$ cat config.mk
export PLATFORM = sky130hd
export DESIGN_NAME = store_addr_data_join
export DESIGN_NICKNAME = d
export VERILOG_FILES = /design/src/rtl/store_addr_data_join_pkg.sv /design/src/rtl/store_fifo.sv /design/src/rtl/store_addr_data_join.sv
export SDC_FILE = /design/constraint.sdc
export NUM_CORES = 1
export LEC_CHECK = 0
export ABC_AREA = 1
export CAP_MARGIN = 5
export CORE_MARGIN = 1
export CORE_UTILIZATION = 55
export DETAILED_ROUTE_END_ITERATION = 6
export PLACE_DENSITY = 0.78
export SLEW_MARGIN = 40
export SYNTH_ARGS = -nofsm -noshare
export SYNTH_HDL_FRONTEND = slang
export SYNTH_SLANG_ARGS = --single-unit
$ cat constraint.sdc
create_clock -name clk -period 3.1 [get_ports clk]
set_clock_uncertainty 0.15 [all_clocks]
set_input_delay 0.62 -clock clk [delete_from_list [all_inputs] [get_ports clk]]
set_output_delay 0.62 -clock clk [all_outputs]
set_load 0.02 [all_outputs]
$ cat src/rtl/store_addr_data_join_pkg.sv
// Shared types and helpers for the store address/data join and its FIFOs.
package store_addr_data_join_pkg;

   localparam int DEFAULT_WIDTH = 32;
   localparam int DEFAULT_DEPTH = 4;

   // Encoding matches {push, pop} so the FIFO can cast its qualified strobes directly.
   typedef enum logic [1:0] {
      OP_IDLE = 2'b00,
      OP_POP  = 2'b01,
      OP_PUSH = 2'b10,
      OP_BOTH = 2'b11
   } fifoOp_e;

   function automatic int unsigned nextIndex(input int unsigned idx, input int unsigned depth);
      return (idx == depth - 1) ? 0 : idx + 1;
   endfunction

endpackage

$ cat src/rtl/store_fifo.sv
// Circular-buffer FIFO holding one side (address or data) of the store join.
module store_fifo
   import store_addr_data_join_pkg::*;
#(
   parameter int WIDTH = DEFAULT_WIDTH,
   parameter int DEPTH = DEFAULT_DEPTH
) (
   input  logic                       clk,
   input  logic                       rst,
   input  logic                       push,
   input  logic                       pop,
   input  logic [WIDTH-1:0]           in,
   output logic [WIDTH-1:0]           head,
   output logic [$clog2(DEPTH+1)-1:0] count,
   output logic                       full,
   output logic                       empty
);

   localparam int PTR_W = (DEPTH > 1) ? $clog2(DEPTH) : 1;
   localparam int CNT_W = $clog2(DEPTH+1);

   logic [WIDTH-1:0] mem [DEPTH];
   logic [PTR_W-1:0] wrPtr;
   logic [PTR_W-1:0] rdPtr;
   logic             doPush;
   logic             doPop;
   fifoOp_e          op;

   assign full  = (count == CNT_W'(DEPTH));
   assign empty = (count == '0);

   // Qualified locally too, so a careless caller can never over- or under-run the occupancy.
   assign doPush = push && !full;
   assign doPop  = pop && !empty;
   assign op     = fifoOp_e'({doPush, doPop});
   assign head   = mem[rdPtr];

   // NOTE: sequential state uses non-blocking assignments so every register samples pre-edge values.
   always_ff @(posedge clk) begin
      if (rst) begin
         wrPtr <= '0;
         rdPtr <= '0;
         count <= '0;
      end else begin
         if (doPush) wrPtr <= PTR_W'(nextIndex(32'(wrPtr), DEPTH));
         if (doPop)  rdPtr <= PTR_W'(nextIndex(32'(rdPtr), DEPTH));
         case (op)
            OP_PUSH: count <= count + CNT_W'(1);
            OP_POP:  count <= count - CNT_W'(1);
            default: ;
         endcase
      end
   end

   // NOTE: the storage array is deliberately not reset; the pointers and count make stale entries unreachable.
   always_ff @(posedge clk) begin
      if (doPush) mem[wrPtr] <= in;
   end

endmodule

$ cat src/rtl/store_addr_data_join.sv
// Joins independently arriving store address and data into one paired request stream.
module store_addr_data_join
   import store_addr_data_join_pkg::*;
#(
   parameter int DATA_TYPE = DEFAULT_WIDTH,
   parameter int ADDR_TYPE = DEFAULT_WIDTH,
   parameter int DEPTH     = DEFAULT_DEPTH
) (
   input  logic                       clk,
   input  logic                       rst,
   input  logic [ADDR_TYPE-1:0]       addrIn,
   input  logic                       addrIn_valid,
   output logic                       addrIn_ready,
   input  logic [DATA_TYPE-1:0]       dataIn,
   input  logic                       dataIn_valid,
   output logic                       dataIn_ready,
   output logic [ADDR_TYPE-1:0]       stAddr,
   output logic                       stAddr_valid,
   input  logic                       stAddr_ready,
   output logic [DATA_TYPE-1:0]       stData,
   output logic                       stData_valid,
   input  logic                       stData_ready,
   output logic [$clog2(DEPTH+1)-1:0] pairCount
);

   localparam int CNT_W = $clog2(DEPTH+1);

   logic [CNT_W-1:0] addrCount;
   logic [CNT_W-1:0] dataCount;
   logic             addrFull;
   logic             addrEmpty;
   logic             dataFull;
   logic             dataEmpty;
   logic             pairValid;
   logic             pairPop;

   // Input readiness looks only at occupancy, keeping stAddr_ready off the input timing path.
   assign addrIn_ready = !addrFull;
   assign dataIn_ready = !dataFull;

   assign pairValid    = !addrEmpty && !dataEmpty;
   assign pairPop      = pairValid && stAddr_ready;
   assign stAddr_valid = pairValid;
   assign stData_valid = pairValid;
   assign pairCount    = (addrCount < dataCount) ? addrCount : dataCount;

   store_fifo #(.WIDTH(ADDR_TYPE), .DEPTH(DEPTH)) addrFifo (
      .clk   (clk),
      .rst   (rst),
      .push  (addrIn_valid && addrIn_ready),
      .pop   (pairPop),
      .in    (addrIn),
      .head  (stAddr),
      .count (addrCount),
      .full  (addrFull),
      .empty (addrEmpty)
   );

   store_fifo #(.WIDTH(DATA_TYPE), .DEPTH(DEPTH)) dataFifo (
      .clk   (clk),
      .rst   (rst),
      .push  (dataIn_valid && dataIn_ready),
      .pop   (pairPop),
      .in    (dataIn),
      .head  (stData),
      .count (dataCount),
      .full  (dataFull),
      .empty (dataEmpty)
   );

   // The controller drives one ready to both channels; a split ready would desynchronise the pair.
   readyTied: assert property (@(posedge clk) disable iff (rst)
      stAddr_valid |-> (stData_ready == stAddr_ready));

endmodule

* Word-level counts from Yosys, hierarchy flattened
Memories as Yosys holds them, arrays and structs flattened. A register that Yosys moved wholly into a read port is not among the register bits.
Cells that the tools add are included.
** Word-level totals
- Register bits :: 14
- Logic and storage cells :: 58
- Bits in writable memories :: 256
- Memories :: 2
- Output and inout port bits :: 71
** Memory list
- addrFifo.mem :: words 4, bits a word 32, rd ports 1, clocked after Yosys merged registers in 1, write ports 1, line store_fifo.sv:22 : logic [WIDTH-1:0] mem [DEPTH];
- dataFifo.mem :: words 4, bits a word 32, rd ports 1, clocked after Yosys merged registers in 1, write ports 1, line store_fifo.sv:22
** Cells by class
- Reduce and logical (&&, ||, !) cells :: 16
- $add $sub $neg :: 8
- Equality and inequality tests :: 10
- Mux-type cells :: 15
- Magnitude comparators :: 1
** Operators with widths (number)
- two-way mux 2 bit :: 8
- == test 2 bit, second input constant :: 6
- case mux 3 bit (2 select lines) :: 2
- adder 2 x 1 -> 2 bit, second input constant :: 4
- logical AND 1 bit :: 8
- adder 3 x 1 -> 3 bit, second input constant :: 2
- == test 3 bit, second input constant :: 2
- zero test 3 bit :: 2
- subtractor 3 x 1 -> 3 bit, second input constant :: 2
- == test 2 x 1 -> 1 bit, second input constant :: 2
- zero test 1 bit :: 4
- two-way mux 1 bit :: 4
- nonzero test 2 bit :: 2
- less-than comparator 3 bit :: 1
- two-way mux 3 bit :: 1

* Longest topological paths before layout
Gate-level depths: netlist of the first run.
- Depth in word-level cells :: 7
- Depth in mapped cells :: 12
- Depth with buffers taken out :: 12

* Cells and area by module
A second synthesis of the first run with hierarchy kept.
** Unflattened totals
- Cells, all modules :: 790
- Area total of the unflattened synthesis :: 10719.0 µm²
** Modules (own cells, without submodules)
- store_fifo :: cells an instance 381, area each 5283.8 µm², times used 2
- store_addr_data_join :: cells an instance 28, area each 151.4 µm², times used 1

* Worst setup path after synthesis of the first run
Ideal clock, no wire load.
- Path type :: register to register
- Start :: reg addrFifo.count[0]
- End :: mem addrFifo.mem[3][0] (netlist bit), enable pin
- Path slack :: 0.444 ns
- Arrival :: 2.085 ns
- Buffers on the path :: 0
- Stages on the path, launching flop included :: 5
- Path through :: dfxtp_1 > inv_2 > nand3_2 > nand2_4 > nor2_1
** Between the ends
- Longest elaborated chain between the ends :: 6
** Ends and longest elaborated chain
- from (decl) :: line store_fifo.sv:14 : output logic [$clog2(DEPTH+1)-1:0] count,
- from (signal assigned) :: line store_fifo.sv:48 : OP_PUSH: count <= count + CNT_W'(1);
- from (signal assigned) :: line store_fifo.sv:49 : OP_POP: count <= count - CNT_W'(1);
- == test 3 bit * :: line store_fifo.sv:29 : assign full = (count == CNT_W'(DEPTH));
- zero test 1 bit * :: line store_addr_data_join.sv:38 : assign addrIn_ready = !addrFull;
- via addrIn_ready :: line store_addr_data_join.sv:13 : output logic addrIn_ready,
- logical AND 1 bit :: line store_addr_data_join.sv:50 : .push (addrIn_valid && addrIn_ready),
- logical AND 1 bit * :: line store_fifo.sv:33 : assign doPush = push && !full;
- two-way mux 1 bit * :: line store_fifo.sv:57 : if (doPush) mem[wrPtr] <= in;
- two-way mux 1 bit (implied by the code) * :: line store_fifo.sv:57
- to (decl) :: line store_fifo.sv:22
Mark *: on every way through the listed nets, which the timed path passes. The rest lies on a longest branch.

==> results of run 1 <==
[cells by family (layout without fill, tap and decap cells)]
group,after synthesis,count (layout)
simple gates,195,195
flops,274,274
buf+inv,86,252
compound gates,207,207
fa+ha+maj,16,16
[worst min path at each step]
stage	to	cells after the start	slack [ps]	from
global placement	dataFifo.count[0]	1	350	dataFifo.count[0]
floorplan	dataFifo.count[0]	1	330	dataFifo.count[0]
CTS	addrFifo.count[0]	1	380	addrFifo.count[0]
detailed placement	addrFifo.count[0]	1	370	addrFifo.count[0]
global route	dataFifo.wrPtr[1]	2	410	dataFifo.wrPtr[1]
finish	addrFifo.count[0]	1	380	addrFifo.count[0]
[area by class of cell]
cell class	count	area, um2	area share [%]
clock buffer	39	741	5.60
inverter	46	193	1.46
tap	260	325	2.46
multi-input combinational	418	2190	16.6
sequential	274	8050	60.9
clock inverter	10	129	0.974
timing repair buffer	157	1590	12.0
[layer usage]
layer	part of all wire [%]	GRT usage [%]
met1	41	27.2
met2	51	37.2
met3	5.9	3.43
met4	1.9	6.69
met5	0	0
[report_power, final]
part | internal [W] | total, W | switching (W) | leakage (nW)
registers | 0.00439 | 0.00455 | 0.000156 | 2.50
logic | 0.00149 | 0.00371 | 0.00221 | 1.75
clock network | 0.00191 | 0.00316 | 0.00126 | 0.421
[state kept, by name, indices dropped and copies added, names as in the netlist, named ones only]
signal          count
addrFifo.count      3
dataFifo.mem      128
dataFifo.wrPtr      2
dataFifo.count      3
addrFifo.rdPtr      2
addrFifo.wrPtr      2
dataFifo.rdPtr      2
addrFifo.mem      128
[synthesized netlist by cell type, types with 4 or more instances]
master    number
edfxtp_1     256
nor2_1       150
o21ai_1       98
o22ai_1       64
o21ai_0       39
inv_1         36
nand2_1       23
dfxtp_1       18
buf_4         15
buf_2         14
ha_1          14
inv_2          8
clkbuf_1       6
nand4_1        6
a21oi_1        5
buf_6          5
nand3_1        4
[timing repair]
item	CTS	global route
buffers inserted	0	0
endpoints found under the setup margin	26	20
resized for setup	8	13
gates cloned	0	0
[through the flow]
stage / total power [W] / setup slack (ps) / setup TNS (ps)
2_1_floorplan: 0.00680 / 444 / 0
3_3_place_gp: 0.00821 / 408 / 0
3_5_place_dp: 0.00829 / 376 / 0
4_1_cts: 0.0115 / 7.62 / 0
5_1_grt: 0.0119 / -22.7 / -22.7
6_report: 0.0114 / 78.1 / 0
==> results.sh, run 1 <==
export IMPL_synthFlopType="edfxtp_1"
export IMPL_slowest_delay_ps=650
export IMPL_ff2ff_setup_slack_ps=900
export IMPL_min_path_type="reg -> reg"
export IMPL_rows=50
export IMPL_cp_slowest_cell="clkdlybuf4s50_1"
export IMPL_worstPathRequired_ps=2330
export IMPL_muxShareOfSynthArea_pct=0
export IMPL_max_freq_mhz=331
export IMPL_die_area_um2=19900
export IMPL_hpwl_mm=12.0
export IMPL_synth_nets=864
export IMPL_r2r_end="dataFifo.count[2]"
export IMPL_synthCells=778
export IMPL_cts_tree="built"
export IMPL_whs_ps=375
export IMPL_cp_max_fo=32
export IMPL_ys_seq_area_share_pct=75.5
export IMPL_hold_buffers=0
export IMPL_synth_compound_area_share_pct=10.5
export IMPL_relSlewSlack_pct=66.5
export IMPL_rsz0062_at_grt="true"
export IMPL_stdcell_area_um2=13200
export IMPL_insertion_delay_ps=500
export IMPL_max_vdd_ir_drop_uv=623
export IMPL_rr_worst_depth=11
export IMPL_via_count=6533
export IMPL_ys_top_cells_by_area="edfxtp_1 (72%), nor2_1 (5.3%), o21ai_1 (4.6%), o22ai_1 (3.8%), dfxtp_1 (3.4%)"
export IMPL_fill_cells=1259
export IMPL_portBuffers=139
export IMPL_antenna_cells=0
export IMPL_synth_edf_count=256
export IMPL_grt_pass1_vias=6355
export IMPL_synthXorXnorAreaFrac_pct=0
export IMPL_viasPerCell=5.43
export IMPL_instances_no_fill=1204
export IMPL_mostFrequentLayoutCells="edfxtp_1 (256), nor2_1 (142), clkdlybuf4s50_1 (129)"
export IMPL_place_inst=1155
export IMPL_final_common_cell="edfxtp_1"
export IMPL_htreeDepth=1
export IMPL_critPathArrivalTime_ps=2250
export IMPL_min_period_ps=3020
export IMPL_place_area_um2=12300
export IMPL_wirelength_mm=21.0
export IMPL_ys_warn_count=0
export IMPL_fin_crit_sh_pct=97.5
export IMPL_routedWlPerCell_um=17.5
export IMPL_ys_types=26
export IMPL_cp_depth=4
export IMPL_synthAdderAreaFrac_pct=2.02
export IMPL_clock_path_buffers=3
export IMPL_root_buffer="clkbuf_16"
export IMPL_cts_made_buffers=27
export IMPL_grtUsageTotal_pct=21.3
export IMPL_leakage_nw=4.67
export IMPL_endpoint="stAddr[19]"
export IMPL_fp_dieW_um=141
export IMPL_postRouteAntennaNets=0
export IMPL_io_pins=141
export IMPL_cp_num_buf_inv=2
export IMPL_netlist_area_um2=10700
export IMPL_hold_viol=0
export IMPL_path_cells="buf_4 -> o21ai_1 -> o22ai_1 -> clkdlybuf4s50_1"
export IMPL_final_util_pct=70.2
export IMPL_async_reset_ff_share_pct=0
export IMPL_ys_seq_elements=274
export IMPL_gp_congestion=0.732
export IMPL_clk_pin_slew_ps=60
export IMPL_power_density_nw_per_um2=864
export IMPL_end_kind="output pin"
export IMPL_synth_top_family_by_area="compound AO/OA/AOI/OAI gates"
export IMPL_syn_avg_cell_area_um2=13.7
export IMPL_grt_ovfl_total=0
export IMPL_crit_family="buffers and inverters"
export IMPL_clock_sinks=274
export IMPL_drt_iter0_drc=373
export IMPL_r2r_start="addrFifo.count[2]"
export IMPL_tightestPinTransition_ps=502
export IMPL_coreArea_um2=18800
export IMPL_grt_pass1_wl_mm=32.5
export IMPL_cap_viol_max_count=0
export IMPL_drive_gt1_share_pct=9.22
export IMPL_die_h_um=141
export IMPL_timing_final_max_slew_violations=0
export IMPL_setup_worst_path_start_class="flop"
export IMPL_antenna_found_initial=0
export IMPL_synth_top_area_cell="edfxtp_1"
export IMPL_synth_top_area_share_pct=72.2
export IMPL_path_class="reg -> out"
export IMPL_status="completed"
export IMPL_synthToLayoutAreaGrowth_pct=24.1
export IMPL_setup_viol=0
export IMPL_drc=0
export IMPL_grt_max_degree=65
export IMPL_nets=1010
export IMPL_synth_simple_gate_area_share_pct=7.73
export IMPL_initial_core_util_pct=56.6
export IMPL_dr_pass1_iters=5
(Power assumes the default switching activity.)
==> inputs of run 2 (changes only) <==
--- a/config.mk
+++ b/config.mk
@@ -5,13 +5,13 @@
 export SDC_FILE = /design/constraint.sdc
 export NUM_CORES = 1
 export LEC_CHECK = 0
-export ABC_AREA = 1
 export CAP_MARGIN = 5
 export CORE_MARGIN = 1
-export CORE_UTILIZATION = 55
+export CORE_UTILIZATION = 49
 export DETAILED_ROUTE_END_ITERATION = 6
-export PLACE_DENSITY = 0.78
+export PLACE_DENSITY = 0.73
 export SLEW_MARGIN = 40
 export SYNTH_ARGS = -nofsm -noshare
 export SYNTH_HDL_FRONTEND = slang
+export SYNTH_HIERARCHICAL = 1
 export SYNTH_SLANG_ARGS = --single-unit
==> constraint.sdc (replaced) <==
create_clock -name clk -period 2.6 [get_ports clk]
set_clock_uncertainty 0.15 [all_clocks]
set_input_delay 0.52 -clock clk [delete_from_list [all_inputs] [get_ports clk]]
set_output_delay 0.52 -clock clk [all_outputs]
set_load 0.02 [all_outputs]
==> results.sh, run 2 <==
export IMPL_ys_seq_area_share_pct=77.9
export IMPL_max_vdd_ir_drop_uv=593
export IMPL_wirelength_mm=18.9
export IMPL_p_clk_share_pct=36.6
export IMPL_ys_top_cells_by_area="edfxtp_1 (74%), mux4_2 (14%), dfxtp_1 (3.5%), ha_1 (1.7%), inv_1 (0.73%)"
export IMPL_synthFlopType="edfxtp_1"
export IMPL_initial_core_util_pct=50.6
export IMPL_hpwl_mm=11.5
export IMPL_min_path_type="reg -> reg"
export IMPL_cts_made_buffers=28
export IMPL_leakage_nw=4.48
export IMPL_power_density_nw_per_um2=757
export IMPL_power_frac_seq_pct=51.4
export IMPL_clk_pin_slew_ps=60
export IMPL_die_area_um2=21700
export IMPL_grtUsageTotal_pct=17.7
export IMPL_fp_dieW_um=147
export IMPL_hold_buffers=0
export IMPL_synthCells=461
export IMPL_htreeDepth=1
export IMPL_viasPerCell=5.36
export IMPL_grt_max_degree=33
export IMPL_whs_ps=343
export IMPL_synth_nets=547
export IMPL_max_freq_mhz=381
export IMPL_nets=738
export IMPL_tightestPinTransition_ps=720
export IMPL_synth_most_common_cell="edfxtp_1"
export IMPL_synthToLayoutAreaGrowth_pct=28.3
export IMPL_cap_viol_max_count=0
export IMPL_fill_cells=1391
export IMPL_die_h_um=147
export IMPL_insertion_delay_ps=520
export IMPL_gp_congestion=0.755
export IMPL_drive_gt1_share_pct=37.7
export IMPL_failed_checks="negative setup slack"
export IMPL_grt_ovfl_total=0
export IMPL_antenna_cells=0
export IMPL_relSlewSlack_pct=51.9
export IMPL_ys_types=33
export IMPL_p_int_w=0.00780
export IMPL_largestRegisters="addrFifo/mem (128), dataFifo/mem (128)"
export IMPL_final_util_pct=64.9
export IMPL_cp_max_fo=4
export IMPL_cts_tree="built"
export IMPL_rows=52
export IMPL_critPathArrivalTime_ps=1960
export IMPL_synth_top_area_share_pct=74.4
export IMPL_path_class="reg -> out"
export IMPL_seqCellArea_um2=8070
export IMPL_end_kind="output pin"
export IMPL_grt_pass1_vias=5396
export IMPL_instances_no_fill=943
export IMPL_multi_input_area_um2=2200
export IMPL_coreArea_um2=20400
export IMPL_synth_top_area_cell="edfxtp_1"
export IMPL_setup_viol=2
export IMPL_place_inst=881
export IMPL_grt_pass1_wl_mm=29.1
export IMPL_synth_edf_count=256
export IMPL_mostFrequentLayoutCells="edfxtp_1 (256), clkdlybuf4s50_1 (70), mux4_2 (64)"
export IMPL_io_pins=141
export IMPL_ys_seq_elements=274
export IMPL_fin_setup_tns_ps=-55.0
export IMPL_timing_final_max_slew_violations=0
export IMPL_clock_path_buffers=3
export IMPL_drc=0
export IMPL_clock_sinks=274
export IMPL_worst_slack_ps=-28.0
export IMPL_root_buffer="clkbuf_16"
export IMPL_setup_worst_path_start_class="flop"
export IMPL_syn_avg_cell_area_um2=22.4
export IMPL_fin_crit_sh_pct=101
export IMPL_p_sw_share_pct=22.2
export IMPL_status="finished, violations left"
export IMPL_final_common_cell="edfxtp_1"
export IMPL_p_comb_share_pct=12.1
export IMPL_rsz0062_at_grt="true"
export IMPL_portBuffers=139
export IMPL_routedWlPerCell_um=20.0
export IMPL_min_period_ps=2630
export IMPL_drt_iter0_drc=233
export IMPL_hold_viol=0
export IMPL_via_count=5055
export IMPL_synthTopCellsByCount="edfxtp_1 (256), mux4_2 (64), inv_1 (20)"
export IMPL_p_sw_w=0.00223
export IMPL_netlist_area_um2=10300
export IMPL_worstPathRequired_ps=1930
export IMPL_ys_warn_count=6
export IMPL_async_reset_ff_share_pct=0
export IMPL_antenna_found_initial=0
export IMPL_dp_slack_ps=-250
export IMPL_postRouteAntennaNets=0
export IMPL_dr_pass1_iters=6
[run 2: cell count changes after synthesis, moves of 6 or more]
cell / delta
and3_2: +6
buf_1: +6
buf_2: -12
buf_4: -8
inv_1: -16
inv_2: -8
mux4_2: +64
nand2_1: -19
nand4_1: -6
nor2_1: -141
o21ai_0: -36
o21ai_1: -98
o22ai_1: -64
[run 2: final cells by class]
| type | instances | share of cell area (%) |
|---|---|---|
| sequential | 274 | 60.8 |
| inverter | 20 | 0.585 |
| timing repair buffer | 180 | 13.0 |
| clock buffer | 38 | 5.73 |
| clock inverter | 13 | 0.689 |
| tap | 270 | 2.55 |
| multi-input combinational | 148 | 16.6 |
[run 2: cells by family after synthesis]
group	share of synthesized area (%)
flops	77.9
mux	14.4
simple gates	2.26
buf+inv	1.84
compound gates	1.23
fa+ha+maj	2.08
xor+xnor	0.339
[run 2: path summary, 6_finish.rpt]
check | from | end | slack (ps) | cells after the start
setup reg to reg | addrFifo/count[2] | addrFifo/count[2] | 80 | 11
hold reg to reg | dataFifo/rdPtr[0] | flop | 340 | 2
hold / removal | dataFifo/rdPtr[0] | flop | 340 | 2
setup / recovery | dataFifo/count[1] | pairCount[0] | -30 | 7
[run 2: power by group through the flow]
stage	clock (W)	sequential (W)	combinational (W)
detailed placement	0	0.00524	0.00122
global route	0.00393	0.00517	0.00129
floorplan	0	0.00523	0.000621
global placement	0	0.00522	0.00119
finish	0.00367	0.00515	0.00121
CTS	0.00374	0.00515	0.00117
[run 2: stage by stage]
| step | cell area (um2) | power (W) |
|---|---|---|
| floorplan | 10400 | 0.00585 |
| global placement | 12400 | 0.00642 |
| detailed placement | 12400 | 0.00647 |
| CTS | 13200 | 0.0101 |
| global route | 13300 | 0.0104 |
| finish | 13300 | 0.0100 |
[run 2: worst max-delay path, stage by stage (launching register included)]
cell     delay [ps]
dfxtp_2         350
buf_6           120
inv_4            40
ha_4            250
nand2_4          50
o21ai_4         180
mux2_4          320
buf_6           130
[run 2: what timing repair did]
action | CTS | global route
buffers inserted | 2 | 6
setup endpoints to repair | 71 | 52
pin swaps | 1 | 10
gates cloned | 3 | 1
gates resized for setup | 223 | 62
[run 2: routing by layer]
| layer | global-route usage (%) | up-vias | part of all wire, % |
|---|---|---|---|
| met2 | 31.4 | 146 | 52 |
| met3 | 4.04 | 25 | 6.6 |
| met4 | 3.87 | 0 | 1.3 |
| met1 | 22.4 | 2608 | 40 |
| met5 | 0 | - | 0 |
| li1 | - | 2276 | - |
==> inputs of run 3 (changes only) <==
--- a/config.mk
+++ b/config.mk
@@ -7,9 +7,9 @@
 export LEC_CHECK = 0
 export CAP_MARGIN = 5
 export CORE_MARGIN = 1
-export CORE_UTILIZATION = 49
+export CORE_UTILIZATION = 30
 export DETAILED_ROUTE_END_ITERATION = 6
-export PLACE_DENSITY = 0.73
+export PLACE_DENSITY = 0.49
 export SLEW_MARGIN = 40
 export SYNTH_ARGS = -nofsm -noshare
 export SYNTH_HDL_FRONTEND = slang
==> results.sh, run 3 (synthesis gave the netlist of run 2 again) <==
export IMPL_drive_gt1_share_pct=38.7
export IMPL_grt_pass1_vias=5714
export IMPL_instances_no_fill=1133
export IMPL_io_pins=141
export IMPL_fp_dieW_um=188
export IMPL_mostFrequentLayoutCells="edfxtp_1 (256), clkdlybuf4s50_1 (68), mux4_2 (64)"
export IMPL_p_int_w=0.00791
export IMPL_power_density_nw_per_um2=744
export IMPL_ff2ff_setup_slack_ps=90
export IMPL_fin_crit_sh_pct=99.3
export IMPL_p_comb_share_pct=12.3
export IMPL_drc=0
export IMPL_synthToLayoutAreaGrowth_pct=32.1
export IMPL_timing_final_max_slew_violations=0
export IMPL_max_vdd_ir_drop_uv=438
export IMPL_design_power_total_w=0.0102
export IMPL_holdPathStages=2
export IMPL_hold_path_startpoint="addrFifo/rdPtr[0]"
export IMPL_cap_viol_max_count=0
export IMPL_max_freq_mhz=387
export IMPL_leakage_nw=4.58
export IMPL_relSlewSlack_pct=51.9
export IMPL_p_sw_w=0.00225
export IMPL_min_period_ps=2580
export IMPL_fill_cells=3047
export IMPL_htreeDepth=1
export IMPL_drt_iter0_drc=198
export IMPL_coreArea_um2=33700
export IMPL_gp_congestion=0.709
export IMPL_antenna_cells=0
export IMPL_antenna_found_initial=0
export IMPL_dr_pass1_iters=4
export IMPL_die_area_um2=35200
export IMPL_worstPathRequired_ps=1930
export IMPL_p_sw_share_pct=22.1
export IMPL_stdcell_area_um2=13600
export IMPL_rows=67
export IMPL_routedWlPerCell_um=18.2
export IMPL_grt_ovfl_total=0
export IMPL_via_count=5127
export IMPL_rsz0062_at_grt="true"
export IMPL_grt_max_degree=33
export IMPL_largestRegisters="addrFifo/mem (128), dataFifo/mem (128)"
export IMPL_cts_made_buffers=29
export IMPL_die_h_um=188
export IMPL_critPathArrivalTime_ps=1910
export IMPL_insertion_delay_ps=520
export IMPL_clock_path_buffers=3
export IMPL_nets=752
export IMPL_grt_pass1_wl_mm=32.3
export IMPL_cp_max_fo=5
export IMPL_postRouteAntennaNets=0
export IMPL_grtUsageTotal_pct=11.8
export IMPL_whs_ps=350
export IMPL_multi_input_area_um2=2200
export IMPL_seqCellArea_um2=8070
export IMPL_status="completed"
export IMPL_r2r_start="dataFifo/count[2]"
export IMPL_setup_worst_path_start_class="flop"
export IMPL_clock_sinks=274
export IMPL_hold_viol=0
export IMPL_clk_pin_slew_ps=60
export IMPL_p_clk_share_pct=37.0
export IMPL_rr_worst_depth=11
export IMPL_cts_tree="built"
export IMPL_initial_core_util_pct=30.7
export IMPL_setup_viol=0
export IMPL_place_area_um2=12700
export IMPL_viasPerCell=4.53
export IMPL_root_buffer="clkbuf_16"
export IMPL_power_frac_seq_pct=50.7
export IMPL_end_kind="output pin"
export IMPL_min_path_type="reg -> reg"
export IMPL_final_common_cell="edfxtp_1"
export IMPL_path_class="reg -> out"
export IMPL_place_inst=1066
export IMPL_wirelength_mm=20.6
export IMPL_hpwl_mm=13.2
export IMPL_r2r_end="dataFifo/count[2]"
export IMPL_portBuffers=139
export IMPL_tightestPinTransition_ps=719
## run 3: changes by cell type in the layout (fill, tap and decap cells not counted), sizes merged
cell           previous run  this run
buf                      77       103
clkbuf                   56        48
clkinv                   11         6
dlygate4sd2               2         5
clkdlybuf4s15            13        11
clkdlybuf4s50            70        68
bufbuf                    0         1
inv                      21        20
## run 3: routing by layer
metal,vias to the layer above,global-route usage [%],share of wire [%]
li1,2303,-,-
met1,2650,13.9,40
met2,140,20.9,51
met3,34,3.56,6.8
met4,0,3.00,2.3
met5,-,0,0
## run 3: power by group through the flow
stage	registers, W	clock network [W]	logic [W]
3_5_place_dp	0.00524	0	0.00127
3_3_place_gp	0.00522	0	0.00125
4_1_cts	0.00515	0.00389	0.00126
5_1_grt	0.00517	0.00404	0.00134
2_1_floorplan	0.00523	0	0.000621
6_report	0.00515	0.00376	0.00125
## run 3: per-stage QoR
stage          utilization (%)  TNS [ps]  worst slack, ps
2_1_floorplan                -         0             10.6
3_3_place_gp              37.7      -288             -156
3_5_place_dp              37.7      -434             -223
4_1_cts                   40.3      -482            -74.9
5_1_grt                   40.5      -393            -44.6
6_report                  40.5         0             17.7
## run 3: worst max-delay path by stage
stage                 startpoint                end  slack (ps)  depth (start not counted)
5_1_grt        dataFifo/count[1]       pairCount[0]         -40                          7
6_report       dataFifo/count[2]       pairCount[0]          20                          6
3_5_place_dp        stAddr_ready  dataFifo/count[2]        -220                         10
4_1_cts                     flop         stData[18]         -70                          3
3_3_place_gp        dataIn_valid  dataFifo/count[2]        -160                         10
2_1_floorplan  addrFifo/count[1]  addrFifo/count[2]          10                         12
## run 3: cell type report
type	count	area share (%)
Tap cell	448	4.11
Clock inverter	7	0.440
Clock buffer	43	5.92
Timing Repair Buffer	193	13.8
Sequential cell	274	59.1
Inverter	20	0.568
Multi-Input combinational cell	148	16.1
## run 3: what timing repair did
item                       CTS  global route
buffers inserted             2            14
cloned                       1             0
hold endpoints to repair     0             0
hold buffers                 0             0
pin swaps                    5             6
setup endpoints to repair   70            36
gates resized for setup    259            38
## run 3: worst max-delay path, cell delays in order (launching register included)
cell and delay [ps]:
dfxtp_2 370, inv_2 60, ha_4 240, a21oi_4 190
o21ai_4 90, mux2_4 310, buf_6 130
